### config.mk
export PLATFORM = sky130hd
export DESIGN_NAME = step_monitor
export DESIGN_NICKNAME = d
export VERILOG_FILES = /design/src/rtl/step_monitor.sv
export SDC_FILE = /design/constraint.sdc
export NUM_CORES = 1
export LEC_CHECK = 0
export BUFFER_PORTS_ARGS = -buffer_cell sky130_fd_sc_hd__buf_4
export CAP_MARGIN = 20
export CORE_ASPECT_RATIO = 1.2
export CORE_MARGIN = 4
export CORE_UTILIZATION = 45
export CTS_CLUSTER_DIAMETER = 150
export CTS_CLUSTER_SIZE = 25
export DETAILED_ROUTE_END_ITERATION = 8
export HOLD_SLACK_MARGIN = 0.06
export SETUP_SLACK_MARGIN = 0.05
export SLEW_MARGIN = 25
export SYNTH_ARGS = -nofsm -noshare
export SYNTH_HDL_FRONTEND = slang
export SYNTH_SLANG_ARGS = --single-unit
export TNS_END_PERCENT = 20
### constraint.sdc
create_clock -name sysclk -period 13.7 [get_ports sysclk]
set_clock_uncertainty 0.15 [all_clocks]
set_input_delay 0.685 -clock sysclk [delete_from_list [all_inputs] [get_ports sysclk]]
set_output_delay 0.685 -clock sysclk [all_outputs]
set_load 0.05 [all_outputs]
### src/rtl/step_monitor.sv
// ============================================================================
// step_monitor: per-axis step position, homing and protocol-fault tracking
// for a six-axis PU/DR/MF/Stop stepper bus.  Rev 1.0
// ============================================================================
`default_nettype none
`timescale 1ns/1ps

module step_monitor #(
    parameter int POS_W     = 16,
    parameter int MIN_WIDTH = 25
) (
    input  logic             sysclk,
    input  logic             rst_n,
    input  logic [5:0]       PU,
    input  logic [5:0]       DR,
    input  logic [5:0]       MF,
    input  logic [5:0]       Stop,
    input  logic [5:0]       fault_clr,
    input  logic [2:0]       rd_axis,
    output logic [POS_W-1:0] rd_pos,
    output logic [5:0]       step_stb,
    output logic [5:0]       homed,
    output logic [5:0]       fault
);

    localparam logic [7:0]       MIN_W8  = 8'(MIN_WIDTH);
    localparam logic [POS_W-1:0] POS_MAX = {1'b0, {(POS_W-1){1'b1}}};
    localparam logic [POS_W-1:0] POS_MIN = {1'b1, {(POS_W-1){1'b0}}};
    localparam logic [POS_W-1:0] POS_ONE = {{(POS_W-1){1'b0}}, 1'b1};

    typedef enum logic [0:0] {
        ST_HIGH = 1'b0,
        ST_LOW  = 1'b1
    } state_t;

    logic [5:0] pu_s1, pu_s2, pu_d;
    logic [5:0] dr_s1, dr_s2;
    logic [5:0] mf_s1, mf_s2;
    logic [5:0] st_s1, st_s2, st_d;
    logic [5:0] pu_fall, pu_rise, st_rise;
    logic [6*POS_W-1:0] pos_flat;

    // PU idles high, so its synchroniser resets high to avoid a false edge
    always_ff @(posedge sysclk) begin
        if (!rst_n) begin
            pu_s1 <= '1;
            pu_s2 <= '1;
            pu_d  <= '1;
            dr_s1 <= '0;
            dr_s2 <= '0;
            mf_s1 <= '0;
            mf_s2 <= '0;
            st_s1 <= '0;
            st_s2 <= '0;
            st_d  <= '0;
        end else begin
            pu_s1 <= PU;
            pu_s2 <= pu_s1;
            pu_d  <= pu_s2;
            dr_s1 <= DR;
            dr_s2 <= dr_s1;
            mf_s1 <= MF;
            mf_s2 <= mf_s1;
            st_s1 <= Stop;
            st_s2 <= st_s1;
            st_d  <= st_s2;
        end
    end

    assign pu_fall = pu_d & ~pu_s2;
    assign pu_rise = ~pu_d & pu_s2;
    assign st_rise = st_s2 & ~st_d;

    for (genvar i = 0; i < 6; i++) begin : g_axis
        state_t           state;
        logic [7:0]       width;
        logic             dir_lat;
        logic             step_req;
        logic             req_dir;
        logic             home_req;
        logic [POS_W-1:0] pos;
        logic             stb;
        logic             hm;
        logic             flt;
        logic             fault_now;
        logic             count_now;

        always_comb begin
            fault_now = 1'b0;
            count_now = 1'b0;
            case (state)
                ST_HIGH: begin
                    if (pu_fall[i] && !mf_s2[i])
                        fault_now = 1'b1;
                end
                ST_LOW: begin
                    if (dr_s2[i] != dir_lat)
                        fault_now = 1'b1;
                    if (pu_rise[i]) begin
                        if (width >= MIN_W8 && mf_s2[i])
                            count_now = 1'b1;
                        else
                            fault_now = 1'b1;
                    end
                end
                default: ;
            endcase
        end

        // Step/home requests pass through one register stage before the position update
        always_ff @(posedge sysclk) begin
            if (!rst_n) begin
                state    <= ST_HIGH;
                width    <= '0;
                dir_lat  <= 1'b0;
                step_req <= 1'b0;
                req_dir  <= 1'b0;
                home_req <= 1'b0;
                pos      <= '0;
                stb      <= 1'b0;
                hm       <= 1'b0;
                flt      <= 1'b0;
            end else begin
                case (state)
                    ST_HIGH: begin
                        if (pu_fall[i] && mf_s2[i]) begin
                            state   <= ST_LOW;
                            width   <= '0;
                            dir_lat <= dr_s2[i];
                        end
                    end
                    ST_LOW: begin
                        if (pu_rise[i])
                            state <= ST_HIGH;
                        else if (!pu_s2[i] && width < MIN_W8)
                            width <= width + 8'd1;
                    end
                    default: state <= ST_HIGH;
                endcase

                step_req <= count_now;
                req_dir  <= dir_lat;
                home_req <= st_rise[i];
                stb      <= step_req;
                flt      <= fault_now | (flt & ~fault_clr[i]);

                if (home_req) begin
                    pos <= '0;
                    hm  <= 1'b1;
                end else if (step_req) begin
                    if (req_dir && pos != POS_MAX)
                        pos <= pos + POS_ONE;
                    else if (!req_dir && pos != POS_MIN)
                        pos <= pos - POS_ONE;
                end
            end
        end

        assign pos_flat[i*POS_W +: POS_W] = pos;
        assign step_stb[i] = stb;
        assign homed[i]    = hm;
        assign fault[i]    = flt;
    end

    always_ff @(posedge sysclk) begin
        if (!rst_n)
            rd_pos <= '0;
        else if (rd_axis < 3'd6)
            rd_pos <= pos_flat[rd_axis*POS_W +: POS_W];
        else
            rd_pos <= '0;
    end

endmodule

`default_nettype wire
======== Word level (Yosys, flattened, before mapping) ========
Cells that the tools add are included.
cells by class
  add/subtract/negate cells ............... 18
  order comparisons ....................... 13
  equality and inequality tests ........... 36
  shifts and indexed selects .............. 1
  muxes and demuxes ....................... 90
  bitwise operators ....................... 31
  reductions and logical operators ........ 91
operator list
  cell                                                                                  count
  16-bit two-way mux                                                                    12
  8-bit two-way mux                                                                     18
  16-bit by 1-bit adder with 16-bit output (second input constant)                      6
  16-bit by 15-bit inequality test with 1-bit output (second input constant)            6
  16-bit inequality test (second input constant)                                        6
  8-bit case mux with 2 select lines                                                    6
  96-bit by 8-bit indexed part select with 16-bit output                                1
  16-bit by 1-bit subtractor with 16-bit output (second input constant)                 6
  8-bit by 1-bit adder with 8-bit output (second input constant)                        6
  8-bit by 5-bit greater-or-equal comparator with 1-bit output (second input constant)  6
  8-bit by 5-bit less-than comparator with 1-bit output (second input constant)         6
  1-bit two-way mux                                                                     42
  1-bit logical AND                                                                     36
  3-bit AND reduction                                                                   12
  2-bit AND reduction                                                                   13
  2-bit inequality test (second input constant)                                         12
  1-bit case mux with 2 select lines                                                    12
  6-bit AND                                                                             3
  1-bit logical NOT                                                                     18
  6-bit inverter                                                                        3
  1-bit inverter                                                                        13
  2-bit by 1-bit inequality test with 1-bit output (second input constant)              6
  2-bit nonzero test                                                                    6
  2-bit OR reduction                                                                    6
  other kinds (4)                                                                       19
word-level totals
  flip-flop bits (word level) ............. 268
  input bits .............................. 35
  output and inout bits ................... 34
  logic and storage cells ................. 351

======== Longest topological paths before layout ========
  depth in word-level cells ............... 6
  mapped depth ............................ 11
  depth with buffers taken out ............ 11

======== Least setup slack after synthesis ========
OpenSTA, ideal clock, no wires.
  path kind ............................... reg-to-reg
  from .................................... register g_axis[0].pos[0]
  to ...................................... register g_axis[0].pos[13]
  setup time .............................. 0.132 ns
  data arrival time ....................... 4.118 ns
  required time ........................... 13.418 ns
  path slack .............................. 9.301 ns
  cell stages (with the launch flop) ...... 11
  path buffers ............................ 0
  clock period less this slack ............ 4.399 ns
  cells stage by stage .................... dfxtp_1 -> nand4b_1 -> o41ai_1 -> ha_1 -> a211oi_1 -> o21bai_1 -> a21o_1 -> o41ai_1 -> o21ai_0 -> mux2i_1 -> a21oi_1
on the way
  longest elaborated chain between the ends .. 4
  elaborated cells between the ends (all ways) .. 10
  classes of those cells .................. add/sub: 2; eq/ne: 2; mux: 2; reduce/logical: 4
RTL lines
  item                                                                                                   line  text
  start, declared                                                                                        81    logic [POS_W-1:0] pos;
  start signal, assigned                                                                                 152   pos <= pos + POS_ONE;
  start signal, assigned                                                                                 154   pos <= pos - POS_ONE;
  parallel branches: the longest is 4 deep, another holds 16-bit by 1-bit subtractor with 16-bit output  --
Parallel ways; which one is timed is not known. The select of a mux whose other input is x is not followed.
A chain may end at the register's enable or synchronous reset.

======== Worst setup path after layout ========
  from .................................... register g_axis[1].pos[0]
  to ...................................... register g_axis[1].pos[14]
on the way
  longest elaborated chain between the ends .. 4
  elaborated cells between the ends (all ways) .. 10
  classes of those cells .................. add/sub: 2; eq/ne: 2; mux: 2; reduce/logical: 4
RTL lines
  item                                                                                                   line
  start, declared                                                                                        81
  start signal, assigned                                                                                 152
  start signal, assigned                                                                                 154
  parallel branches: the longest is 4 deep, another holds 16-bit by 1-bit subtractor with 16-bit output  --
Parallel ways; which one is timed is not known. The select of a mux whose other input is x is not followed.

==> results.txt <==
Finished Layout Cells = 2190
Yosys cell types = 75
detailed-route DRC error count = 0
CTS tree = done
Hold EP = pu_s1[2]
DR vias = 12179
Die ar. = 0.0362 sq mm
clk slew on worst S/H paths = 0.11 ns
number of flip-flops in the largest register = 96
PD cells = 80.7 mW/mm^2
post-synthesis sequential area ratio = 0.359
number of fill cells = 3153
Crit Path Max Fanout = 16
Final ANT Viol Nets = 0
initial antenna violation count = 0
clock root buffer = clkbuf_16
Hold Path Class = input port to flip-flop
critical path class = flip-flop to flip-flop
first-pass GRT wire length = 57700 microns
vias in the first global route = 11510
Final period util = 0.289
grt total ovfl = 0
wire length per cell = 16.0 microns
Reg2Reg Launch Point = g_axis[1].pos[0]
Leakage = 6.80 nW
hold buffers post-CTS = 0
Mapped Area = 0.0149 sq mm
Mean Syn Cell Area = 8.66 sq um
Via density = 5.56
Antenna diodes = 0
Post-synth EDFFs = 0
Pre-antenna DRT Iters = 4
post-CTS sizing = 0
asr flop ratio synth = 0
Setup TNS = 0 ns
CTS buffer count = 14
actual slew at the worst max-slew pin = 0.983 ns
Final min period = 3.96 ns
post-synthesis instance total = 1727
Rel. slew slack = 0.344
Crit. Startpoint = g_axis[1].pos[0]
Core Region = 0.0325 sq mm
worst reg2reg endpoint = g_axis[1].pos[14]
highest clock rate = 252 MHz
Most flops, register = g_axis.pos
row cnt = 72
WP data required = 13.95 ns
Die Ht = 208 microns
flop-to-flop setup slack = 9.74 ns
Initial Util = 0.460
RSZ-0062 raised after global routing = no
CP Capture Type = flip-flop
predominant post-synthesis flop cell = dfxtp_1
GP Congestion = 0.923
IO Port Bufs = 68
Post-CTS Setup Inserts = 0
Pwr Total = 1.30 mW
status = completed
Die W = 174 microns
First DRT Iteration DRCs = 707
clk_lat worst skew = 0.50 ns
Worst VDD drop = 0.0912 mV
Synth Register Bits = 268
Slew Limit Fails = 0
Final setup viols = 0
hpwl dp = 25800 microns
TritonCTS Sinks = 268
CP startpoint kind = flip-flop
Final Hold Viols = 0
worst hold start = PU[2]
Finished Cell Area = 0.0161 sq mm
Max-Cap Viols = 0
worst reg-to-reg path cell count = 11
Placed Instances = 2174
H-tree levels = 1
Clock Path Buffers = 3
fraction of layout cells with a size suffix above 1 = 0.0762
pin count of the biggest net entering global routing = 49
Area after DPL = 0.0157 sq mm
synthesized net count = 1875
IO Pins = 69
Arrival @ worst endpoint = 4.21 ns
Layout Nets = 1894
Total Wirelength = 35000 microns
WHS Path Cells = 2
Ys Warns = 0
GRT Resource Usage Total = 0.187
Area Growth Syn to Fin = 7.84%
biggest registers after layout = g_axis.pos (96), g_axis.width (48), rd_pos (16)
## cells in the final DEF, fill, tap and decap left out, types with 19 or more instances in the layout
cell type	n
a41oi_1	19
nor2_1	217
a21oi_1	144
nor3_1	29
nand2b_1	40
mux2i_1	56
dfxtp_1	268
nand2_1	124
nand3_1	35
ha_1	107
inv_1	55
and2_1	61
o21ai_0	54
a21o_1	30
and3_1	26
nor4_1	31
xor2_1	31
nand4_1	21
buf_4	76
a31oi_1	22
xnor2_1	46
## how the worst max path moves through the flow
stage,slack (ns),depth (start not counted),end
after floorplan,9.30,10,g_axis[0].pos[13]
after global placement,9.80,11,g_axis[1].pos[14]
after detailed placement,9.78,11,g_axis[1].pos[14]
after CTS,9.75,11,g_axis[1].pos[14]
after global routing,9.49,11,g_axis[1].pos[14]
final,9.74,11,g_axis[1].pos[14]
## worst max-delay path: stages, from the launching register on
cell and delay (ns):
dfxtp_1 0.49, nand4_1 0.15, o41a_1 0.47, inv_1 0.48, ha_1 0.39, a21o_1 0.20
a21o_1 0.22, a2111oi_2 0.43, o31ai_1 0.20, o41ai_2 0.29, nor4_1 0.09, a211o_1 0.30
## metal layers
| metal | track usage | vias up | share of wire |
|---|---|---|---|
| met4 | 0.0527 | 0 | 0.027 |
| met3 | 0.0219 | 44 | 0.041 |
| met2 | 0.313 | 209 | 0.46 |
| met5 | 0 | - | 0 |
| met1 | 0.255 | 5714 | 0.47 |
| li1 | - | 6212 | - |
## stage by stage
step	hold WS (ns)	utilization	worst slack (ns)
CTS	0.200	0.496	9.75
floorplan	0.217	-	9.30
detailed placement	0.224	0.484	9.78
global placement	0.222	0.484	9.80
global route	0.208	0.496	9.49
finish	0.221	0.496	9.74
## Yosys cell counts, drive strengths merged, types with 6 or more instances
master / n / area (sq um)
mux4: 16 / 360
o21bai: 15 / 113
ha: 107 / 1340
xnor2: 46 / 403
and2: 61 / 382
or2: 9 / 56.3
nor4b: 11 / 96.3
a31oi: 23 / 159
nand4: 21 / 131
inv: 57 / 214
and3: 26 / 163
nor2: 217 / 815
nand2: 125 / 469
a21o: 30 / 225
a41oi: 19 / 166
nor2b: 18 / 113
a21oi: 146 / 738
a211oi: 15 / 113
nand2b: 40 / 250
o31ai: 7 / 52.6
nor4: 32 / 215
nand3: 35 / 175
o41ai: 7 / 76.3
nand3b: 7 / 52.6
nand4b: 13 / 114
buf: 37 / 219
clkbuf: 36 / 136
a211o: 7 / 61.3
xor2: 31 / 272
o21a: 17 / 128
mux2i: 56 / 561
and4: 6 / 52.6
nor3: 29 / 145
fa: 6 / 120
dfxtp: 268 / 5370
o211ai: 9 / 67.6
o21ai: 66 / 334
## kinds of logic (layout without fill, tap and decap cells)
group / count (synthesis) / count (layout) / synth area share
compound gates: 400 / 400 / 0.174
xor+xnor: 77 / 77 / 0.0451
fa+ha+maj: 113 / 113 / 0.0976
buf+inv: 130 / 149 / 0.0381
flops: 268 / 268 / 0.359
mux: 73 / 73 / 0.0624
simple gates: 666 / 666 / 0.224
## report_power, final
part,switching (mW),internal (mW)
sequential,0.00497,0.788
combinational,0.0339,0.0194
clock,0.255,0.198
## cell type report
class | instances | area, sq um | area share
sequential | 268 | 5370 | 0.333
timing repair buffer | 76 | 571 | 0.0354
inverter | 57 | 214 | 0.0133
multi-input combinational | 1329 | 9030 | 0.560
tap | 444 | 556 | 0.0345
clock buffer | 15 | 375 | 0.0233
clock inverter | 1 | 8.76 | 0.000543
(Power assumes the default switching activity.)
